==> config.mk <==
export PLATFORM = sky130hd
export DESIGN_NAME = sdrx_frame
export DESIGN_NICKNAME = d
export VERILOG_FILES = /design/src/rtl/sdrx_frame.sv
export SDC_FILE = /design/constraint.sdc
export NUM_CORES = 1
export LEC_CHECK = 0
export ABC_CLOCK_PERIOD_IN_PS = 4100
export CAP_MARGIN = 5
export CORE_UTILIZATION = 40
export DETAILED_ROUTE_END_ITERATION = 8
export DONT_BUFFER_PORTS = 1
export SYNTH_ARGS = -nofsm -noshare
export SYNTH_HDL_FRONTEND = slang
export SYNTH_SLANG_ARGS = --single-unit
export TNS_END_PERCENT = 1
==> constraint.sdc <==
create_clock -name i_clk -period 4.1 [get_ports i_clk]
set_input_delay 0.82 -clock i_clk [delete_from_list [all_inputs] [get_ports i_clk]]
set_output_delay 0.82 -clock i_clk [all_outputs]
set_load 0.005 [all_outputs]
==> src/rtl/sdrx_frame.sv <==
// SD-style block receiver: waits for a start bit, packs 1/4/8 lanes into 32-bit words,
// then checks the per-lane CRC16 trailer and the stop bit.
module sdrx_frame #(
    parameter int LGTIMEOUT = 20,
    parameter int NCRC      = 16
) (
    input  logic        i_clk,
    input  logic        i_reset,
    input  logic        i_start,
    input  logic [1:0]  i_width,
    input  logic [11:0] i_length,
    input  logic        i_rx_stb,
    input  logic [7:0]  i_rx_dat,
    output logic        o_busy,
    output logic        o_valid,
    output logic [31:0] o_data,
    output logic        o_last,
    output logic        o_done,
    output logic        o_err,
    output logic        o_timeout
);

    typedef enum logic [2:0] {
        S_IDLE,
        S_WAIT_START,
        S_DATA,
        S_CRC,
        S_STOP
    } state_t;

    localparam logic [NCRC-1:0] CRC_POLY = NCRC'(16'h1021);

    state_t                 state, state_nxt;
    logic [1:0]             width_r;
    logic [9:0]             words_left;
    logic [4:0]             samp_left;
    logic [LGTIMEOUT-1:0]   tmr;
    logic [31:0]            shreg, shreg_nxt;
    logic [NCRC-1:0]        crc     [8];
    logic [NCRC-1:0]        crc_nxt [8];
    logic                   err_sticky;

    logic [7:0] lane_mask, act;
    logic       start_ok, start_bit, timeout_hit, word_done, last_word;
    logic       crc_done, crc_bad, stop_hit, stop_bad;

    function automatic logic [4:0] spw_m1(input logic [1:0] w);
        case (w)
            2'b00:   return 5'd31;
            2'b01:   return 5'd7;
            default: return 5'd3;
        endcase
    endfunction

    assign o_busy = (state != S_IDLE);

    always_comb begin
        case (width_r)
            2'b00:   lane_mask = 8'h01;
            2'b01:   lane_mask = 8'h0F;
            default: lane_mask = 8'hFF;
        endcase
        act         = i_rx_dat & lane_mask;
        // the cycle that reports o_done is already IDLE, so it must not re-arm
        start_ok    = i_start && (state == S_IDLE) && !o_done;
        start_bit   = (state == S_WAIT_START) && i_rx_stb && (act == 8'h00);
        timeout_hit = (state == S_WAIT_START) && !start_bit && (tmr == '0);
        word_done   = (state == S_DATA) && i_rx_stb && (samp_left == 5'd0);
        last_word   = word_done && (words_left == 10'd1);
        crc_done    = (state == S_CRC) && i_rx_stb && (samp_left == 5'd0);
        stop_hit    = (state == S_STOP) && i_rx_stb;
        stop_bad    = (act != lane_mask);

        case (width_r)
            2'b00:   shreg_nxt = {shreg[30:0], i_rx_dat[0]};
            2'b01:   shreg_nxt = {shreg[27:0], i_rx_dat[3:0]};
            default: shreg_nxt = {shreg[23:0], i_rx_dat[7:0]};
        endcase

        crc_bad = 1'b0;
        for (int l = 0; l < 8; l++) begin
            crc_nxt[l] = crc[l];
            if (lane_mask[l]) begin
                if (state == S_DATA) begin
                    crc_nxt[l] = {crc[l][NCRC-2:0], 1'b0}
                               ^ ((crc[l][NCRC-1] ^ i_rx_dat[l]) ? CRC_POLY : '0);
                end else if (state == S_CRC) begin
                    // trailer arrives MSB first, so compare against the top bit and shift out
                    crc_nxt[l] = {crc[l][NCRC-2:0], 1'b0};
                    if (i_rx_dat[l] != crc[l][NCRC-1]) crc_bad = 1'b1;
                end
            end
        end

        state_nxt = state;
        case (state)
            S_IDLE:       if (start_ok) state_nxt = S_WAIT_START;
            S_WAIT_START: begin
                if (start_bit)        state_nxt = S_DATA;
                else if (timeout_hit) state_nxt = S_IDLE;
            end
            S_DATA:       if (last_word) state_nxt = S_CRC;
            S_CRC:        if (crc_done)  state_nxt = S_STOP;
            S_STOP:       if (stop_hit)  state_nxt = S_IDLE;
            default:      state_nxt = S_IDLE;
        endcase
    end

    always_ff @(posedge i_clk) begin
        if (i_reset) state <= S_IDLE;
        else         state <= state_nxt;
    end

    always_ff @(posedge i_clk) begin
        if (i_reset) begin
            o_valid    <= 1'b0;
            o_data     <= '0;
            o_last     <= 1'b0;
            o_done     <= 1'b0;
            o_err      <= 1'b0;
            o_timeout  <= 1'b0;
            width_r    <= '0;
            words_left <= '0;
            samp_left  <= '0;
            tmr        <= '0;
            shreg      <= '0;
            err_sticky <= 1'b0;
            for (int l = 0; l < 8; l++) crc[l] <= '0;
        end else begin
            o_valid   <= word_done;
            o_last    <= last_word;
            o_done    <= timeout_hit || stop_hit;
            o_timeout <= timeout_hit;
            o_err     <= timeout_hit || (stop_hit && (err_sticky || stop_bad));
            if (word_done) o_data <= shreg_nxt;

            case (state)
                S_IDLE: begin
                    if (start_ok) begin
                        width_r    <= i_width;
                        // a ragged tail still occupies a whole word
                        words_left <= i_length[11:2] + {9'd0, |i_length[1:0]};
                        samp_left  <= spw_m1(i_width);
                        tmr        <= '1;
                    end
                end
                S_WAIT_START: begin
                    tmr        <= tmr - LGTIMEOUT'(1);
                    err_sticky <= 1'b0;
                    shreg      <= '0;
                    for (int l = 0; l < 8; l++) crc[l] <= '0;
                end
                S_DATA: begin
                    if (i_rx_stb) begin
                        shreg <= shreg_nxt;
                        crc   <= crc_nxt;
                        if (samp_left == 5'd0) begin
                            samp_left  <= last_word ? 5'(NCRC - 1) : spw_m1(width_r);
                            words_left <= words_left - 10'd1;
                        end else begin
                            samp_left  <= samp_left - 5'd1;
                        end
                    end
                end
                S_CRC: begin
                    if (i_rx_stb) begin
                        crc       <= crc_nxt;
                        samp_left <= samp_left - 5'd1;
                        if (crc_bad) err_sticky <= 1'b1;
                    end
                end
                default: ;
            endcase
        end
    end

endmodule

==> impl_results.md, run 1 <==
* # rows at 58
* Worst-path clk slew at roughly 60 ps
* Syn Nets at 1,292
* Synth async-reset ratio at 0%
* Clk buf depth at 3
* Vias in the first global route at ~8,000
* Skew-Pair Late Insertion Delay at around 540 ps
* Max VDD drop at ~0.3 mV
* Routed vias/inst at about 5.5
* Number of synthesized flops with an enable pin at 0
* Hold Path Stages at 1
* Die W at between 150 and 200 microns
* Post-layout util at 45.23%
* TritonCTS clock tree: done
* CTS Hold Bufs at 0
* Share of cells above drive strength 1 at under 10%
* First-pass GRT wire length at 40.61 mm
* Core area at about 25,000 sq um
* RePlAce Congestion at roughly 0.8
* Root Driver: clkbuf_16
* CP Max Fanout at 17
* Seq/Total Area, Yosys at between 40% and 50%
* Drt wl/cell at 16.11 microns
* Buffers on Ports at 0
* Synth cell types at 63
* Sink Count at roughly 240
* DR vias at approximately 8,600
* Post-Syn Area at 10,320 sq um
* Reg2reg end: o_data[30]
* Synth top area share at 45.99%
* DIE AREA at approximately 26,000 sq um
* ANT cells at 0
* Slowest-stage cell, CP: nand2_1
* Crit Path Class: reg2reg
* Final net count at ~1,200
* Commonest non-fill, non-tap cell in the layout: dfxtp_1
* Initial antenna violation count at 0
* Die Height at between 150 and 200 microns
* Pin count of the biggest net entering global routing at ~230
* Crit path largest cell delay at between 500 and 600 ps
* H-tree Lvls at 1
* Startpoint of the worst setup timing path: samp_left[0]
* Slew Limit Headroom at 24.96%
* DRT antenna net count at 0
* Critical path endpoint category: flop
* Average size of a mapped cell at about 8 sq um
* Most frequent cells in the layout: 236 x dfxtp_1, 173 x a21oi_1, 149 x nor2_1, 144 x nand2_1, 126 x nand3_1
* Largest cells by area after synthesis: dfxtp_1 46%, a21oi_1 8.4%, nand3_1 6.1%, nor2_1 5.4%, nand2_1 5.2%
* Crit path DAT at 2910 ps
* DP Wirelength at 15.61 mm
* CP top delay family: simple AND/OR/NAND/NOR gates
* CP Launch Type: flop
* Final Cycle Share at around three fifths
* Leakage at 0.003703 uW
* Initial Util at between 40% and 50%
* FF-to-FF path depth at 6
* Yosys warns at 0
* Post-synth top flop: dfxtp_1
* Leading area contributor after synthesis: dfxtp_1
* Num CTS Buffers at 27
* # setup viols final at 0
* Hold Fails Final Rpt at 0
* Slew @ Worst Pin at approximately 1100 ps
* GRT Total Usage at about a fifth
* Residual DRC count at 0
* Setup Skew at 22.83 ps
* Max cap viols at 0
* Min Clock Period, post-route at 2447 ps
* Area growth syn-to-layout at 10.72%
* Type of the worst min-delay path: in2reg
* R2R setup slack at about 1700 ps
* F_max at roughly 400 MHz
* Cell area power density at 540.4 nW/um^2
* Iteration count of the initial detailed-routing pass at 5
* Critical path buffers and inverters at 1
* HP Start: i_reset
* #FFs+latches synth at roughly 240
* Req. time, crit path at ~4600 ps
* Mapped Cells at ~1,300
* Unrepaired setup endpoints after global routing: no
* Grt total ovfl at 0
* Routed Wire Length at between 20 and 30 mm
* Hold EP: tmr[13]
* CTS resizes at 0
* Iteration-0 DRC Markers at 760
* Postcts setup bufs at 0
* Critical path cell sequence: inv_1 -> ha_1 -> nor4b_2 -> nand2_1 -> or2_2 -> o2bb2ai_1
* Fin. max-slew vios at 0
* TNS Setup at 0 ps
* Boundary Pins at between 60 and 70
* Reg2Reg Launch Point: samp_left[0]
* Run status: finished clean
==> per-stage QoR <==
| stage | hold WS [ps] | power (uW) | cell area, sq um | setup slack, ps | std cells |
|---|---|---|---|---|---|
| after floorplan | 426.8 | 3456 | 10320 | 1696 | 1260 |
| after global placement | 435.1 | 3713 | 10490 | 1487 | 1509 |
| after detailed placement | 440.1 | 3718 | 10490 | 1458 | 1509 |
| after CTS | 342.5 | 6234 | 11420 | 1636 | 1558 |
| after global routing | 324.7 | 6459 | 11420 | 1432 | 1558 |
| final | 347.8 | 6173 | 11420 | 1653 | 1558 |
==> state kept, by name, indices dropped and copies added, names as in the netlist <==
| name | cells |
|---|---|
| crc | 128 |
| o_data | 32 |
| shreg | 31 |
| tmr | 20 |
| words_left | 10 |
| samp_left | 5 |
| state | 3 |
| width_r | 2 |
| err_sticky | 1 |
| o_done | 1 |
| o_err | 1 |
| o_last | 1 |
| o_timeout | 1 |
| o_valid | 1 |
==> per-layer routing <==
metal | track usage [%] | wire length, microns
met3 | 3.107 | 1297
met1 | 26.29 | 11880
met5 | 0 | 0
met4 | 4.673 | 473
met2 | 29.45 | 11450
==> worst max path at each step <==
| stage | to | slack, ps | cells past startpoint |
|---|---|---|---|
| final | o_data[30] | 1650 | 6 |
| after global routing | crc[33] | 1430 | 6 |
| after CTS | o_data[7] | 1640 | 6 |
| after detailed placement | state[0] | 1460 | 5 |
| after global placement | state[0] | 1490 | 5 |
| after floorplan | state[0] | 1700 | 5 |
==> area by class of cell <==
class	count	area (sq um)
Clock inverter	12	175.2
Clock buffer	37	753.2
Sequential cell	237	4746
Inverter	14	52.55
Tap cell	330	412.9
Fill cell	2511	13830
Timing Repair Buffer	16	120.1
Multi-Input combinational cell	912	5162
==> power by group <==
group | leakage (uW) | internal, uW | switching [uW]
sequential | 0.00192 | 2390 | 126
clock | 0.000452 | 1540 | 966
combinational | 0.00133 | 343 | 805
total | 0.00370 | 4280 | 1900
==> Yosys cell counts, types with 9 or more instances <==
library cell	n
nor2_1	149
nand2_1	144
nand3_1	126
a21oi_1	174
nor3_1	29
o21ai_0	16
nand2b_1	14
mux2i_1	31
a31oi_1	16
mux2_2	21
a22oi_1	23
a211oi_1	19
inv_1	14
buf_2	13
a311oi_1	10
buf_1	11
o2bb2ai_1	9
clkbuf_1	73
dfxtp_1	237
nor4_1	12
xnor2_1	29
o21a_1	10
==> kinds of logic after synthesis <==
kind of cell,synth area share [%]
DFF,45.99
muxes,5.300
AOI/OAI and AO/OA,17.16
adders and majority gates,0.7277
xor gates and xnor gates,2.887
and+or+nand+nor,23.74
buffers and inverters,4.196
No activity file was read; power rests on OpenSTA's default activity.
==> inputs of run 2 (changes only) <==
- ABC_CLOCK_PERIOD_IN_PS: 4100 -> 2120
- clock period: 4.1 -> 2.12 ns (I/O delays scaled with it)
==> impl_results.md, run 2 (synthesis results as in run 1) <==
* Run status: finished clean
* Slew Limit Headroom at 66.91%
* Routed Wire Length at roughly 26 mm
* DRT antenna net count at 0
* Met2 usage at between 20% and 30%
* Clk buf depth at 3
* Max cap viols at 0
* Die Height at approximately 160 microns
* Worst-path clk slew at 60 ps
* Most frequent cells in the layout: 235 x dfxtp_1, 173 x a21oi_1, 148 x nor2_1, 142 x nand2_1, 126 x nand3_1
* Type of the worst min-delay path: in2reg
* Most used routing layer: met2
* Pre-CTS setup slack at -177.3 ps
* Drt wl/cell at between 15 and 20 microns
* Critical path cell sequence: buf_4 -> nor3b_2 -> nand2_2 -> nor3_1 -> buf_4 -> nor2_1 -> buf_4 -> o2bb2ai_1
* Residual DRC count at 0
* Iteration count of the initial detailed-routing pass at 5
* Core area at approximately 25,000 sq um
* ANT cells at 0
* First-pass GRT wire length at a little over 40 mm
* Largest register FFs at between 100 and 150
* GRT Total Usage at between 10% and 20%
* Boundary Pins at 64
* RePlAce Congestion at slightly above 0.8
* Area growth syn-to-layout at 14.46%
* Fin. max-slew vios at 0
* Critical path buffers and inverters at 3
* Final Cycle Share at 95.18%
* Min Clock Period, post-route at ~2000 ps
* Initial Util at between 40% and 50%
* Die W at around 160 microns
* # rows at between 50 and 60
* Placed cell count at between 1,500 and 2,000
* Total power at between 10,000 and 15,000 uW
* Grt total ovfl at 0
* H-tree Lvls at 1
* Vias in the first global route at between 7,000 and 8,000
* Pin count of the biggest net entering global routing at 232
* Cell area power density at 1026 nW/um^2
* Share of cells above drive strength 1 at around 12%
* Slowest-stage cell, CP: nor3b_2
* Routed vias/inst at 5.444
* Max VDD drop at 0.5410 mV
* Post-route cell area at roughly 12,000 sq um
* Final net count at 1,280
* Crit Path Class: reg2reg
* Skew-Pair Late Insertion Delay at 530 ps
* Crit path DAT at 2430 ps
* Iteration-0 DRC Markers at between 600 and 700
* Placed Instance Area at 10,830 sq um
* Largest register by flop count: crc
* Req. time, crit path at 2530 ps
* Biggest regs: crc x128, o_data x32, shreg x31
* Sink Count at between 200 and 250
* Most frequent CP cell: buf_4
* Buffers on Ports at 0
* TritonCTS clock tree: done
* DR vias at just under 9,000
* Met3 global-route usage at just under 3%
* Crit path largest cell delay at just over 400 ps
* CP Max Fanout at 10
* # setup viols final at 0
* DP Wirelength at between 15 and 20 mm
* Unrepaired setup endpoints after global routing: yes
* Finished Layout Cells at ~1,600
* CP Launch Type: flop
* Setup ws final at roughly 100 ps
* DIE AREA at between 20,000 and 30,000 sq um
* Setup Skew at 14.76 ps
* Initial antenna violation count at 0
* Met1 Use GR at a little over a quarter
* Post-layout util at 46.75%
* F_max at between 400 and 500 MHz
* CP top delay family: simple AND/OR/NAND/NOR gates
* Slew @ Worst Pin at just under 500 ps
* Critical path endpoint category: flop
* Num CTS Buffers at 26
* Hold Fails Final Rpt at 0
* Leakage at between 0.003 and 0.004 uW
* Commonest non-fill, non-tap cell in the layout: dfxtp_1
* Root Driver: clkbuf_16
* Filler instances at between 2,000 and 2,500
## run 2: cell types whose count changed in the layout (fill, tap and decap cells not counted), sizes merged
| cell | change |
|---|---|
| buf | +39 |
| bufinv | -2 |
| clkbuf | -2 |
| clkinv | +6 |
| clkinvlp | -1 |
| dlygate4sd3 | +2 |
| inv | -2 |
## run 2: power breakdown
group	internal (uW)	leakage (uW)	total [uW]	switching (uW)
registers	4630	0.00192	4860	227
logic	951	0.00156	2640	1690
clock network	2750	0.000440	4620	1880
## run 2: per-layer routing
layer,vias up,part of all wire [%]
li1,4414,-
met1,4093,49
met2,159,45
met3,33,4.3
met4,0,2.1
met5,-,0
## run 2: metrics by stage
step | setup TNS (ps) | hold WS (ps)
5_1_grt | -77.38 | 21.44
4_1_cts | 0 | -24.23
3_3_place_gp | -295.5 | 434.6
2_1_floorplan | 0 | 426.8
6_report | 0 | 18.18
3_5_place_dp | -352.5 | 440.9
## run 2: timing repair
item,in CTS,in global routing
resized for setup,0,11
endpoints found under the hold margin,109,34
hold buffers,1,2
setup buffers,0,1
setup endpoints to repair,0,29
## run 2: cell type report
cell class              instances  area, sq um  area share, %
multi-input cells             912         5206          44.09
clock inverters                13        125.1          1.060
repair buffers                 57        508.0          4.302
well taps                     330        412.9          3.497
clock buffers                  35        755.7          6.400
flip-flops and latches        237         4747          40.20
inverters                      14        52.55         0.4451
## run 2: path summary, 6_finish.rpt
path / from / to / slack (ps) / depth (start not counted)
worst max-delay path: state[2] / o_data[30] / 100 / 8
worst min-delay path: i_reset / shreg[0] / 20 / 1
worst max register to register: state[2] / o_data[30] / 100 / 8
worst min register to register: crc[72] / crc[72] / 450 / 2
==> inputs of run 3 (changes only) <==
==> constraint.sdc (replaced) <==
create_clock -name i_clk -period 2.12 [get_ports i_clk]
set_input_delay 0.212 -clock i_clk [delete_from_list [all_inputs] [get_ports i_clk]]
set_output_delay 0.212 -clock i_clk [all_outputs]
set_load 0.005 [all_outputs]
==> impl_results.md, run 3 (synthesis results as in run 1) <==
* Iteration-0 DRC Markers at around 680
* Num CTS Buffers at 25
* Crit path largest cell delay at between 500 and 600 ps
* Crit Path Class: reg2reg
* Slowest-stage cell, CP: dlygate4sd3_1
* Grt total ovfl at 0
* CTS Hold Bufs at 13
* Fin. max-slew vios at 0
* Most frequent cells in the layout: 235 x dfxtp_1, 172 x a21oi_1, 149 x nor2_1, 143 x nand2_1, 126 x nand3_1
* Pin count of the biggest net entering global routing at approximately 230
* Drt wl/cell at approximately 16 microns
* Buffers on Ports at 0
* Req. time, crit path at roughly 2600 ps
* Die Height at around 160 microns
* Iteration count of the initial detailed-routing pass at 5
* Die W at roughly 160 microns
* Filler instances at 2,488
* Clk buf depth at 3
* Final net count at 1,279
* Critical path cell sequence: nor3b_1 -> buf_4 -> nand3b_1 -> a31oi_1 -> dlygate4sd3_1
* Pre-CTS setup slack at between 90 and 100 ps
* Commonest non-fill, non-tap cell in the layout: dfxtp_1
* Largest register FFs at about 130
* # setup viols final at 0
* CP Launch Type: flop
* DIE AREA at 26,440 sq um
* Sink Count at between 200 and 250
* Slew Limit Headroom at between 50% and 60%
* Failing checks: hold timing
* Skew-Pair Late Insertion Delay at approximately 520 ps
* Boundary Pins at between 60 and 70
* Register area at ~4700 sq um
* Unrepaired setup endpoints after global routing: yes
* Critical path endpoint category: flop
* Run status: complete, but fails checks
* H-tree Lvls at 1
* Routed vias/inst at ~5.5
* F_max at ~490 MHz
* Post-layout util at a little under half
* # rows at 58
* Crit path DAT at ~2500 ps
* Slew @ Worst Pin at 690.7 ps
* RePlAce Congestion at approximately 0.84
* CP Max Fanout at 11
* Multi-input logic area at between 5000 and 6000 sq um
* DR vias at 8,696
* Leakage at just under 0.004 uW
* Biggest regs: crc x128, o_data x32, shreg x31
* Initial antenna violation count at 0
* TritonCTS clock tree: done
* Residual DRC count at 0
* DRT antenna net count at 0
* Setup ws final at about 66 ps
* Worst-path clk slew at roughly 60 ps
* Share of cells above drive strength 1 at 10.54%
* Initial Util at about two fifths
* Max cap viols at 0
* Final Cycle Share at a little over nine tenths
* Vias in the first global route at 7,974
* Routed Wire Length at roughly 25 mm
* Area growth syn-to-layout at 14.49%
* Setup Skew at about 20 ps
* Root Driver: clkbuf_16
* WHS at -239.1 ps
* ANT cells at 0
* GRT Total Usage at a little under a fifth
* Min Clock Period, post-route at roughly 2100 ps
* Max VDD drop at 0.4849 mV
* Cell area power density at between 1000 and 1500 nW/um^2
* Hold Fails Final Rpt at 58
* Largest register by flop count: crc
* Postcts setup bufs at 0
* Core area at ~25,000 sq um
* Type of the worst min-delay path: in2reg
* First-pass GRT wire length at around 41 mm
* DP Wirelength at ~15 mm
run 3: changes by cell type in the layout (fill, tap and decap cells not counted), sizes merged:
cell	before	now
buf	55	44
bufinv	2	3
clkbuf	35	33
clkinv	10	5
dlygate4sd3	2	13
run 3: final cells by class:
type / count / share of cell area, %
clock buffer: 33 / 6.059
clock inverter: 9 / 1.070
multi-input combinational: 912 / 44.17
sequential: 237 / 40.19
tap: 330 / 3.496
inverter: 14 / 0.4449
timing repair buffer: 57 / 4.566
run 3: layer usage:
layer  up-vias  track usage (%)  share of wire, %
met1      4103            27.03                50
met3        42            2.776               4.0
met5         -                0                 0
met2       152            28.55                44
met4         0            5.225               2.2
li1       4399                -                 -
run 3: worst max-delay path, delay by kind of cell, from the launching register on:
kind	cells	cell delay, ps
flip-flops	1	360
AO/OA/AOI/OAI	1	230
AND/OR/NAND/NOR	2	570
buffers and inverters	2	820
run 3: worst paths after layout:
| kind | slack (ps) | start | endpoint | depth (start not counted) |
|---|---|---|---|---|
| max | 70 | state[2] | tmr[2] | 5 |
| min | -240 | i_reset | tmr[15] | 1 |
| max reg2reg | 70 | state[2] | tmr[2] | 5 |
| min reg2reg | 450 | crc[25] | crc[25] | 2 |
run 3: where the power goes:
part | leakage, uW | total [uW] | switching (uW) | internal [uW]
clock network | 0.000416 | 4490 | 1770 | 2720
registers | 0.00192 | 4850 | 215 | 4630
logic | 0.00157 | 2610 | 1680 | 930
total | 0.00390 | 11900 | 3660 | 8280
run 3: stage by stage:
stage / std cells / instance area, sq um / TNS (ps) / power (uW) / hold WS, ps
2_1_floorplan: 1260 / 10320 / 0 / 6684 / 348.0
3_3_place_gp: 1537 / 10780 / 0 / 7424 / 314.5
3_5_place_dp: 1537 / 10780 / 0 / 7433 / 311.0
4_1_cts: 1592 / 11750 / 0 / 11970 / -241.4
5_1_grt: 1592 / 11810 / -142.6 / 12500 / -257.2
6_report: 1592 / 11810 / 0 / 11940 / -239.1
run 3: repair_timing:
item,in CTS,in global routing
hold endpoints to repair,231,222
gates resized for setup,0,11
endpoints found under the setup margin,0,17
